### config.mk
export PLATFORM = sky130hd
export DESIGN_NAME = cue_sequencer
export DESIGN_NICKNAME = d
export VERILOG_FILES = /design/src/rtl/cue_pkg.sv /design/src/rtl/cue_fifo.sv /design/src/rtl/cue_sequencer.sv
export SDC_FILE = /design/constraint.sdc
export NUM_CORES = 1
export LEC_CHECK = 0
export BUFFER_PORTS_ARGS = -buffer_cell sky130_fd_sc_hd__buf_2
export CAP_MARGIN = 40
export CORE_UTILIZATION = 50
export CTS_CLUSTER_SIZE = 20
export DETAILED_ROUTE_END_ITERATION = 10
export MAX_ROUTING_LAYER = met4
export PLACE_DENSITY = 0.79
export REMOVE_ABC_BUFFERS = 1
export SLEW_MARGIN = 20
export SYNTH_ARGS = -nofsm -noshare
export SYNTH_HDL_FRONTEND = slang
export SYNTH_HIERARCHICAL = 1
export SYNTH_SLANG_ARGS = --single-unit
### constraint.sdc
create_clock -name clock -period 6 [get_ports clock]
set_input_delay 0.3 -clock clock [delete_from_list [all_inputs] [get_ports clock]]
set_output_delay 0.3 -clock clock [all_outputs]
set_load 0.01 [all_outputs]
### src/rtl/cue_pkg.sv
// Shared types for the cue sequencer: FSM state encoding and cue color codes.
package cue_pkg;

    typedef enum logic [1:0] {
        ST_IDLE,
        ST_ON,
        ST_GAP
    } cue_state_e;

    localparam logic [1:0] RED    = 2'b00;
    localparam logic [1:0] BLUE   = 2'b01;
    localparam logic [1:0] GREEN  = 2'b10;
    localparam logic [1:0] YELLOW = 2'b11;

endpackage

### src/rtl/cue_fifo.sv
// Show-ahead DEPTH x 2-bit cue FIFO with async reset and synchronous flush.
// Full is registered; count_next lets the owner register flags derived from occupancy.
module cue_fifo #(
    parameter int DEPTH = 8
) (
    input  logic                   clock,
    input  logic                   reset,
    input  logic                   flush,
    input  logic                   push,
    input  logic                   pop,
    input  logic [1:0]             wr_data,
    output logic [1:0]             rd_data,
    output logic                   full,
    output logic                   empty,
    output logic [$clog2(DEPTH):0] count,
    output logic [$clog2(DEPTH):0] count_next
);
    localparam int AW = $clog2(DEPTH);
    localparam int CW = AW + 1;

    logic [1:0]    mem [DEPTH];
    logic [AW-1:0] wr_ptr;
    logic [AW-1:0] rd_ptr;
    logic          do_push;
    logic          do_pop;

    assign do_push = push && !full && !flush;
    assign do_pop  = pop && !empty && !flush;
    assign empty   = (count == '0);
    assign rd_data = mem[rd_ptr];

    always_comb begin
        if (flush) count_next = '0;
        else       count_next = count + CW'(do_push) - CW'(do_pop);
    end

    // NOTE: storage has no reset; the pointers and count alone define what is valid.
    always_ff @(posedge clock) begin
        if (do_push) mem[wr_ptr] <= wr_data;
    end

    always_ff @(posedge clock or posedge reset) begin
        if (reset) begin
            wr_ptr <= '0;
            rd_ptr <= '0;
            count  <= '0;
            full   <= 1'b0;
        end else begin
            count <= count_next;
            full  <= (count_next == CW'(DEPTH));
            if (flush) begin
                wr_ptr <= '0;
                rd_ptr <= '0;
            end else begin
                if (do_push) wr_ptr <= wr_ptr + AW'(1);
                if (do_pop)  rd_ptr <= rd_ptr + AW'(1);
            end
        end
    end

endmodule

### src/rtl/cue_sequencer.sv
// Plays queued color cues as timed on/off strobe pairs on the LED and audio peripherals.
// Define CUE_AUDIO_EN to drive the audio outputs; otherwise they are tied to 0.
module cue_sequencer
    import cue_pkg::*;
#(
    parameter int DEPTH      = 8,
    parameter int ON_CYCLES  = 25_000_000,
    parameter int GAP_CYCLES = 12_500_000
) (
    input  logic                   clock,
    input  logic                   reset,
    input  logic                   wr_en,
    input  logic [1:0]             wr_color,
    input  logic                   flush,
    output logic                   full,
    output logic                   busy,
    output logic                   overflow,
    output logic [$clog2(DEPTH):0] pending,
    output logic                   led_flash,
    output logic [1:0]             led_color,
    output logic                   led_on,
    output logic                   audio_play,
    output logic [2:0]             audio_color,
    output logic                   audio_on
);
    localparam int CNT_MAX = (ON_CYCLES > GAP_CYCLES) ? ON_CYCLES : GAP_CYCLES;
    localparam int CW      = $clog2(CNT_MAX + 1);
    localparam logic [CW-1:0] ON_LOAD  = CW'(ON_CYCLES - 1);
    localparam logic [CW-1:0] GAP_LOAD = CW'(GAP_CYCLES - 1);

    cue_state_e              state, state_d;
    logic [CW-1:0]           cnt, cnt_d;
    logic                    flash_d, on_d, pop, empty;
    logic [1:0]              color_d, head;
    logic [$clog2(DEPTH):0]  count_next;

    cue_fifo #(.DEPTH(DEPTH)) u_fifo (
        .clock      (clock),
        .reset      (reset),
        .flush      (flush),
        .push       (wr_en),
        .pop        (pop),
        .wr_data    (wr_color),
        .rd_data    (head),
        .full       (full),
        .empty      (empty),
        .count      (pending),
        .count_next (count_next)
    );

    // NOTE: every output of this block gets a default first, so no path can infer a latch.
    always_comb begin
        state_d = state;
        cnt_d   = cnt;
        flash_d = 1'b0;
        color_d = led_color;
        on_d    = led_on;
        pop     = 1'b0;
        unique case (state)
            ST_IDLE: begin
                if (!flush && !empty) begin
                    pop     = 1'b1;
                    flash_d = 1'b1;
                    on_d    = 1'b1;
                    color_d = head;
                    cnt_d   = ON_LOAD;
                    state_d = ST_ON;
                end
            end
            ST_ON: begin
                // A flush cuts the on-phase short but still turns the peripherals off.
                if (flush || cnt == '0) begin
                    flash_d = 1'b1;
                    on_d    = 1'b0;
                    state_d = flush ? ST_IDLE : ST_GAP;
                    cnt_d   = flush ? '0 : GAP_LOAD;
                end else begin
                    cnt_d = cnt - CW'(1);
                end
            end
            ST_GAP: begin
                if (flush) begin
                    state_d = ST_IDLE;
                    cnt_d   = '0;
                end else if (cnt == '0) begin
                    if (!empty) begin
                        pop     = 1'b1;
                        flash_d = 1'b1;
                        on_d    = 1'b1;
                        color_d = head;
                        cnt_d   = ON_LOAD;
                        state_d = ST_ON;
                    end else begin
                        state_d = ST_IDLE;
                    end
                end else begin
                    cnt_d = cnt - CW'(1);
                end
            end
            default: state_d = ST_IDLE;
        endcase
    end

    // NOTE: sequential state uses non-blocking assignments so all registers update together.
    always_ff @(posedge clock or posedge reset) begin
        if (reset) begin
            state     <= ST_IDLE;
            cnt       <= '0;
            led_flash <= 1'b0;
            led_color <= 2'b00;
            led_on    <= 1'b0;
            busy      <= 1'b0;
            overflow  <= 1'b0;
        end else begin
            state     <= state_d;
            cnt       <= cnt_d;
            led_flash <= flash_d;
            led_color <= color_d;
            led_on    <= on_d;
            busy      <= (state_d != ST_IDLE) || (count_next != '0);
            if (flush)              overflow <= 1'b0;
            else if (wr_en && full) overflow <= 1'b1;
        end
    end

`ifdef CUE_AUDIO_EN
    assign audio_play  = led_flash;
    assign audio_color = {1'b0, led_color};
    assign audio_on    = led_on;
`else
    assign audio_play  = 1'b0;
    assign audio_color = 3'b000;
    assign audio_on    = 1'b0;
`endif

endmodule

# ---- Yosys cells after proc, flatten, opt, wreduce, memory -nomap -nowiden
# Memory sizes are Yosys's and may differ from the RTL's.
# Index checks and enable logic that the tools add are counted.
dict set report op_classes {
  n_eq_ne 9
  n_lt_le_gt_ge 0
  add_sub_neg 5
  shifts 0
  multipliers 0
  reduce_logical 24
  n_div 0
  n_bitwise 0
  mux 41
}
# operator n
set ops {}
lappend ops {{two-way mux 25 bit} 5}
lappend ops {{one-hot mux 25 bit (3 select lines)} 1}
lappend ops {{zero test 25 bit} 1}
lappend ops {{subtractor 25 x 1 -> 25 bit, second input constant} 1}
lappend ops {{two-way mux 24 bit} 1}
lappend ops {{two-way mux 2 bit} 9}
lappend ops {{two-way mux 1 bit} 15}
lappend ops {{two-way mux 3 bit} 4}
lappend ops {{inequality test 2 bit, second input constant} 5}
lappend ops {{nonzero test 2 bit} 5}
lappend ops {{adder 3 x 1 -> 3 bit, second input constant} 2}
lappend ops {{logical AND 1 bit} 6}
lappend ops {{one-hot mux 1 bit (3 select lines)} 2}
lappend ops {{one-hot mux 2 bit (3 select lines)} 1}
lappend ops {{AND reduction 6 bit} 1}
lappend ops {{AND reduction 5 bit} 1}
lappend ops {{adder 4 x 1 -> 4 bit} 1}
lappend ops {{== test 4 bit, second input constant} 1}
lappend ops {{zero test 4 bit} 1}
lappend ops {{two-way mux 4 bit} 1}
lappend ops {{inequality test 4 bit, second input constant} 1}
lappend ops {{one-hot mux 2 bit (2 select lines)} 1}
lappend ops {{nonzero test 4 bit} 1}
lappend ops {{subtractor 4 x 1 -> 4 bit} 1}
lappend ops {{8 further kinds} 11}
dict set report totals {
  ramBits 16
  wordCells 91
  romBits 0
  latch_bits 0
  inputBits 6
  output_inout_bits 16
  regBits 44
  n_memories 1
}
# memory depth word_bits read_ports rd_ports_with_merged_regs wr line_no
set memory_table {}
lappend memory_table {u_fifo.mem 8 2 1 0 1 cue_fifo.sv:21} ;# logic [1:0] mem [DEPTH];

# ---- Depth between registers and ports, before layout
dict set report depth {
  ltp_word 11
  depth_mapped 17
  depth_no_buf 17
}

# ---- Modules after synthesis
# Netlist, hierarchy kept.
# module seq_area_each_um2 n_inst cells_each area_each_um2
set by_module_without_submodules {}
lappend by_module_without_submodules {cue_sequencer 825.8 1 271 2358.5}
lappend by_module_without_submodules {cue_fifo 755.7 1 96 1335.0}

# ---- Worst setup path before layout
# No wires, ideal clock.
dict set report synth_timing {
  path_type {reg2reg}
  start {register cnt[10]}
  end {register busy}
  n_path_buf 0
  t_required_ns 5.862
  path_slack_ns 1.938
  arrival_time_ns 3.923
  setup_ns 0.138
  synth_period_minus_slack_ns 4.062
  path_stages_with_launch 15
  path_cell_list {dfrtp_1 nor4_4 nand4_1 nor3_1 o21ai_0 inv_1 nor2b_1 nor2b_1 ha_1 inv_1 ha_1 fa_1 nor2b_1 or4_1 or4b_1}
}
dict set report synth_via {
  elab_chain_cells 10
  word_cells_on_any_way 16
  cone_classes {add/sub (1); mux (8); reduce/logical (7)}
}
# item line_no
set synth_lines {}
lappend synth_lines {{from (decl)} cue_sequencer.sv:32} ;# logic [CW-1:0] cnt, cnt_d;
lappend synth_lines {{from (signal assigned)} cue_sequencer.sv:116} ;# cnt <= cnt_d;
lappend synth_lines {{zero test 25 bit} cue_sequencer.sv:85} ;# end else if (cnt == '0) begin
lappend synth_lines {{two-way mux 1 bit} cue_sequencer.sv:85}
lappend synth_lines {{two-way mux 1 bit} cue_sequencer.sv:82} ;# if (flush) begin
lappend synth_lines {{one-hot mux 1 bit (2 select lines)} cue_sequencer.sv:59} ;# unique case (state)
lappend synth_lines {{named net pop} cue_sequencer.sv:33} ;# logic flash_d, on_d, pop, empty;
lappend synth_lines {{logical AND 1 bit (2 in a row)} cue_fifo.sv:28} ;# assign do_pop = pop && !empty && !flush;
lappend synth_lines {{subtractor 4 x 1 -> 4 bit} cue_fifo.sv:34} ;# else count_next = count + CW'(do_push) - CW'(do_pop);
lappend synth_lines {{two-way mux 4 bit} cue_fifo.sv:33} ;# if (flush) count_next = '0;
lappend synth_lines {{named net count_next[1]} cue_sequencer.sv:35} ;# logic [$clog2(DEPTH):0] count_next;
lappend synth_lines {{nonzero test 4 bit} cue_sequencer.sv:120} ;# busy <= (state_d != ST_IDLE) || (count_next != '0);
lappend synth_lines {{logical OR 1 bit} cue_sequencer.sv:120}
lappend synth_lines {{to (signal assigned)} cue_sequencer.sv:120}
lappend synth_lines {{to (decl)} cue_sequencer.sv:16} ;# output logic busy,
# The timed path passes the listed nets, and every way through them passes these cells.
# A chain may end at the register's enable or synchronous reset.

# ---- Worst setup path in the final report
dict set report layout_timing {
  start {register cnt[5]}
  end {register busy}
}
# The elaborated chain is that of the path after synthesis.

==> impl_metrics.py <==
metrics = {
    "yosys": {
        "yosys-mux-area-fraction": 0.0545,
        "ys_async_sr_fraction": 0.733,
        "synth_xor_area_frac": 0.00949,
        "yosys.area_share.adder": 0.0495,
        "avgSynthCellArea_um2": 10.1,
        "synth_edf_count": 16,
        "synth.distinct_cells": 74,
        "synth_compound_area_frac": 0.175,
        "synth-seq-area-share": 0.428,
        "yosys_warnings": 6,
        "syn-cell-area_um2": 3690,
        "ys_ff_latch": 60,
        "synth_top_family_by_area": "simple AND/OR/NAND/NOR gates",
        "syn-instance-count": 367,
        "synth_simple_gate_area_frac": 0.236,
        "synth_top_flop_cell": "dfrtp_1",
    },
    "routing": {
        "drt-initial-drc-count": 302,
        "drtAntennaViolNets": 0,
        "drt-pass1-iter-count": 5,
        "vias": 3091,
        "wire_per_inst_um": 17.7,
        "finalWirelength_um": 8630,
        "viasPerCell": 6.33,
        "drc_errors": 0,
    },
    "sta": {
        "max_freq_mhz": 211,
        "hold_viol": 0,
        "relSlewSlack": 0.434,
        "finalSetupViolCount": 0,
        "holdWs_ns": 0.237,
        "post-route-period-util": 0.790,
        "timing.final.crit_period_ns": 4.74,
        "setup_slack_ns": 1.26,
        "rsz0062_at_grt": "no",
        "slew_violations": 0,
        "fin_setup_tns_ns": 0,
        "finClkSkew_ns": 0.00387,
        "worst_slew_pin_slew_ns": 0.849,
    },
    "critical_path": {
        "critical_path.top_delay_family": "simple AND/OR/NAND/NOR gates",
        "crit_top_cell": "nor2b_1",
        "crit_start": "cnt[5]$_DFFE_PP0P_",
        "crit_buf_inv": 2,
        "crit_slowest_cell": "nor3_1",
        "arrival_ns": 4.95,
        "slowest_delay_ns": 0.57,
        "cp_cell_sequence": "nor3_1, nand2_1, nor3_1, o21ai_0, inv_1, nor2b_1, nor2b_1, ha_1, inv_1, ha_1, fa_1, nor2b_1, or4_1, or4b_1",
        "r2r_slack_ns": 1.26,
        "reg2reg_depth": 14,
        "cp.required_ns": 6.21,
        "cp_max_fo": 6,
        "r2r-end": "busy$_DFF_PP0_",
        "path_class": "flip-flop to flip-flop",
        "cp-start-kind": "flip-flop",
        "cp-end-kind": "flip-flop",
        "r2r_start": "cnt[5]$_DFFE_PP0P_",
    },
    "layout": {
        "nNetsFinal": 407,
        "fill_cells": 593,
        "area_growth_pct": 10.4,
        "layout_common_cells": "dfrtp_1 (44), nor2_1 (28), a21oi_1 (24)",
        "diodes": 0,
        "final_common_cell": "dfrtp_1",
        "drive_gt1_frac": 0.161,
    },
    "outcome": {
        "status": "complete, no violations",
    },
    "min_path": {
        "min_path_cells": 3,
        "holdCritStartpoint": "wr_en",
        "hp-class": "primary input to flip-flop",
        "whs_endpoint": "overflow$_DFFE_PP0P_",
    },
    "placed_design": {
        "pre_cts_ws_ns": 1.45,
        "port_buffers": 16,
        "gp_congestion": 0.921,
        "hpwl_um": 6050,
    },
    "grt": {
        "grt_max_degree": 33,
        "grt_overflow_total": 0,
        "grt_usage": 0.246,
        "grt_pass1_wl_um": 13900,
        "antenna_found_initial": 0,
        "first_global_vias": 2953,
    },
    "floorplanning": {
        "rows": 30,
        "die_x_um": 88.0,
        "initial_core_util": 0.529,
        "dieArea_um2": 7740,
        "core_area_um2": 6980,
        "num_io_pins": 22,
        "die_h_um": 88.0,
    },
    "clocking": {
        "clk_pin_slew_ns": 0.07,
        "cts_sinks": 60,
        "tritoncts": "built",
        "cts_resized": 0,
        "htree_levels": 3,
        "postCtsSetupRepairBufs": 0,
        "root_buffer": "clkbuf_8",
        "cts_buffers": 9,
        "cts_buffer_depth": 2,
        "cts-hold-fix-buffers": 1,
        "insertion_delay_ns": 0.34,
    },
    "power": {
        "powerDensity_nw_per_um2": 444,
        "leakage_nw": 1.61,
        "peakVddDrop_mv": 0.205,
    },
    "flow_run": {
        "max_cap_violations": 0,
    },
}
-- synthesized netlist by cell type (all sizes together) (3+ instances only) --
cell type,instances,share of area
o21ai,15,0.020
and4,3,0.0075
xnor2,3,0.0071
nand4,5,0.010
or4b,3,0.0081
a21o,3,0.0061
nand2b,8,0.016
inv,21,0.021
mux4,4,0.028
edfxtp,16,0.13
dfrtp,44,0.30
or2,5,0.0085
mux2i,4,0.011
o22a,11,0.026
nor2b,6,0.010
nand3,9,0.012
ha,13,0.044
nor3,16,0.029
mux2,5,0.015
nor4,12,0.028
nand2,22,0.022
clkbuf,8,0.0081
or4,5,0.011
nor2,29,0.030
buf,8,0.017
a21oi,25,0.035
a31oi,8,0.014
a41oi,4,0.0095
o211ai,5,0.010
or3,7,0.014
-- state kept, by name (all words and copies together) (netlist names) --
| register | cells |
|---|---|
| u_fifo/full | 1 |
| led_color | 2 |
| u_fifo/count | 4 |
| busy | 1 |
| state | 2 |
| led_on | 1 |
| u_fifo/wr_ptr | 3 |
| u_fifo/mem | 16 |
| led_flash | 1 |
| cnt | 25 |
| u_fifo/rd_ptr | 3 |
| overflow | 1 |
-- report_power, final --
group	switching [mW]	internal, mW	total (mW)
clock network	0.164	0.234	0.397
registers	0.108	0.514	0.622
logic	0.470	0.320	0.790
-- cells by family (layout without fill, tap and decap cells) --
| kind of cell | after synthesis | count (layout) |
|---|---|---|
| AOI/OAI and AO/OA | 95 | 95 |
| xor gates and xnor gates | 4 | 4 |
| adders and majority gates | 14 | 14 |
| buffers and inverters | 37 | 58 |
| DFF | 60 | 60 |
| muxes | 13 | 13 |
| other | 1 | 5 |
| and+or+nand+nor | 143 | 143 |
-- metrics by stage --
| step | total power [mW] | area, µm² | instances | utilization |
|---|---|---|---|---|
| after CTS | 1.80 | 4070 | 487 | 0.584 |
| final | 1.81 | 4080 | 488 | 0.584 |
| after detailed placement | 1.39 | 3850 | 470 | 0.551 |
| after global placement | 1.35 | 3830 | 468 | 0.548 |
| after global routing | 1.92 | 4080 | 488 | 0.584 |
| after floorplan | 1.16 | 3620 | 355 | - |
-- area by class of cell --
class                      instances  area (µm²)  area share
multi-input combinational        274        1960       0.481
clock inverter                     6        88.8      0.0218
clock buffer                      10         128      0.0313
tap                               96         120      0.0294
sequential                        60        1580       0.388
timing repair buffer              21         121      0.0298
inverter                          21        78.8      0.0193
-- worst max-delay path by stage --
stage,end,slack (ns),depth (start not counted)
finish,busy$_DFF_PP0_,1.26,14
detailed placement,busy$_DFF_PP0_,1.45,14
global route,busy$_DFF_PP0_,1.12,14
CTS,busy$_DFF_PP0_,1.41,14
floorplan,busy$_DFF_PP0_,1.95,14
global placement,busy$_DFF_PP0_,1.65,14
-- worst reg2reg max path, cell delays in order, from the launching register on --
cell and delay, ns:
dfrtp_1 0.43, nor3_1 0.57, nand2_1 0.25, nor3_1 0.51, o21ai_0 0.20, inv_1 0.10
nor2b_1 0.26, nor2b_1 0.19, ha_1 0.24, inv_1 0.06, ha_1 0.17, fa_1 0.46
nor2b_1 0.17, or4_1 0.52, or4b_1 0.47
-- routing by layer --
layer | vias to the layer above | global-route usage | wire length, µm
met5 | - | - | 0
met4 | 0 | 0.0999 | 203
met3 | 23 | 0.0575 | 668
met2 | 150 | 0.392 | 4230
met1 | 1481 | 0.300 | 3540
li1 | 1437 | - | -
No activity file was read; power rests on OpenSTA's default activity.
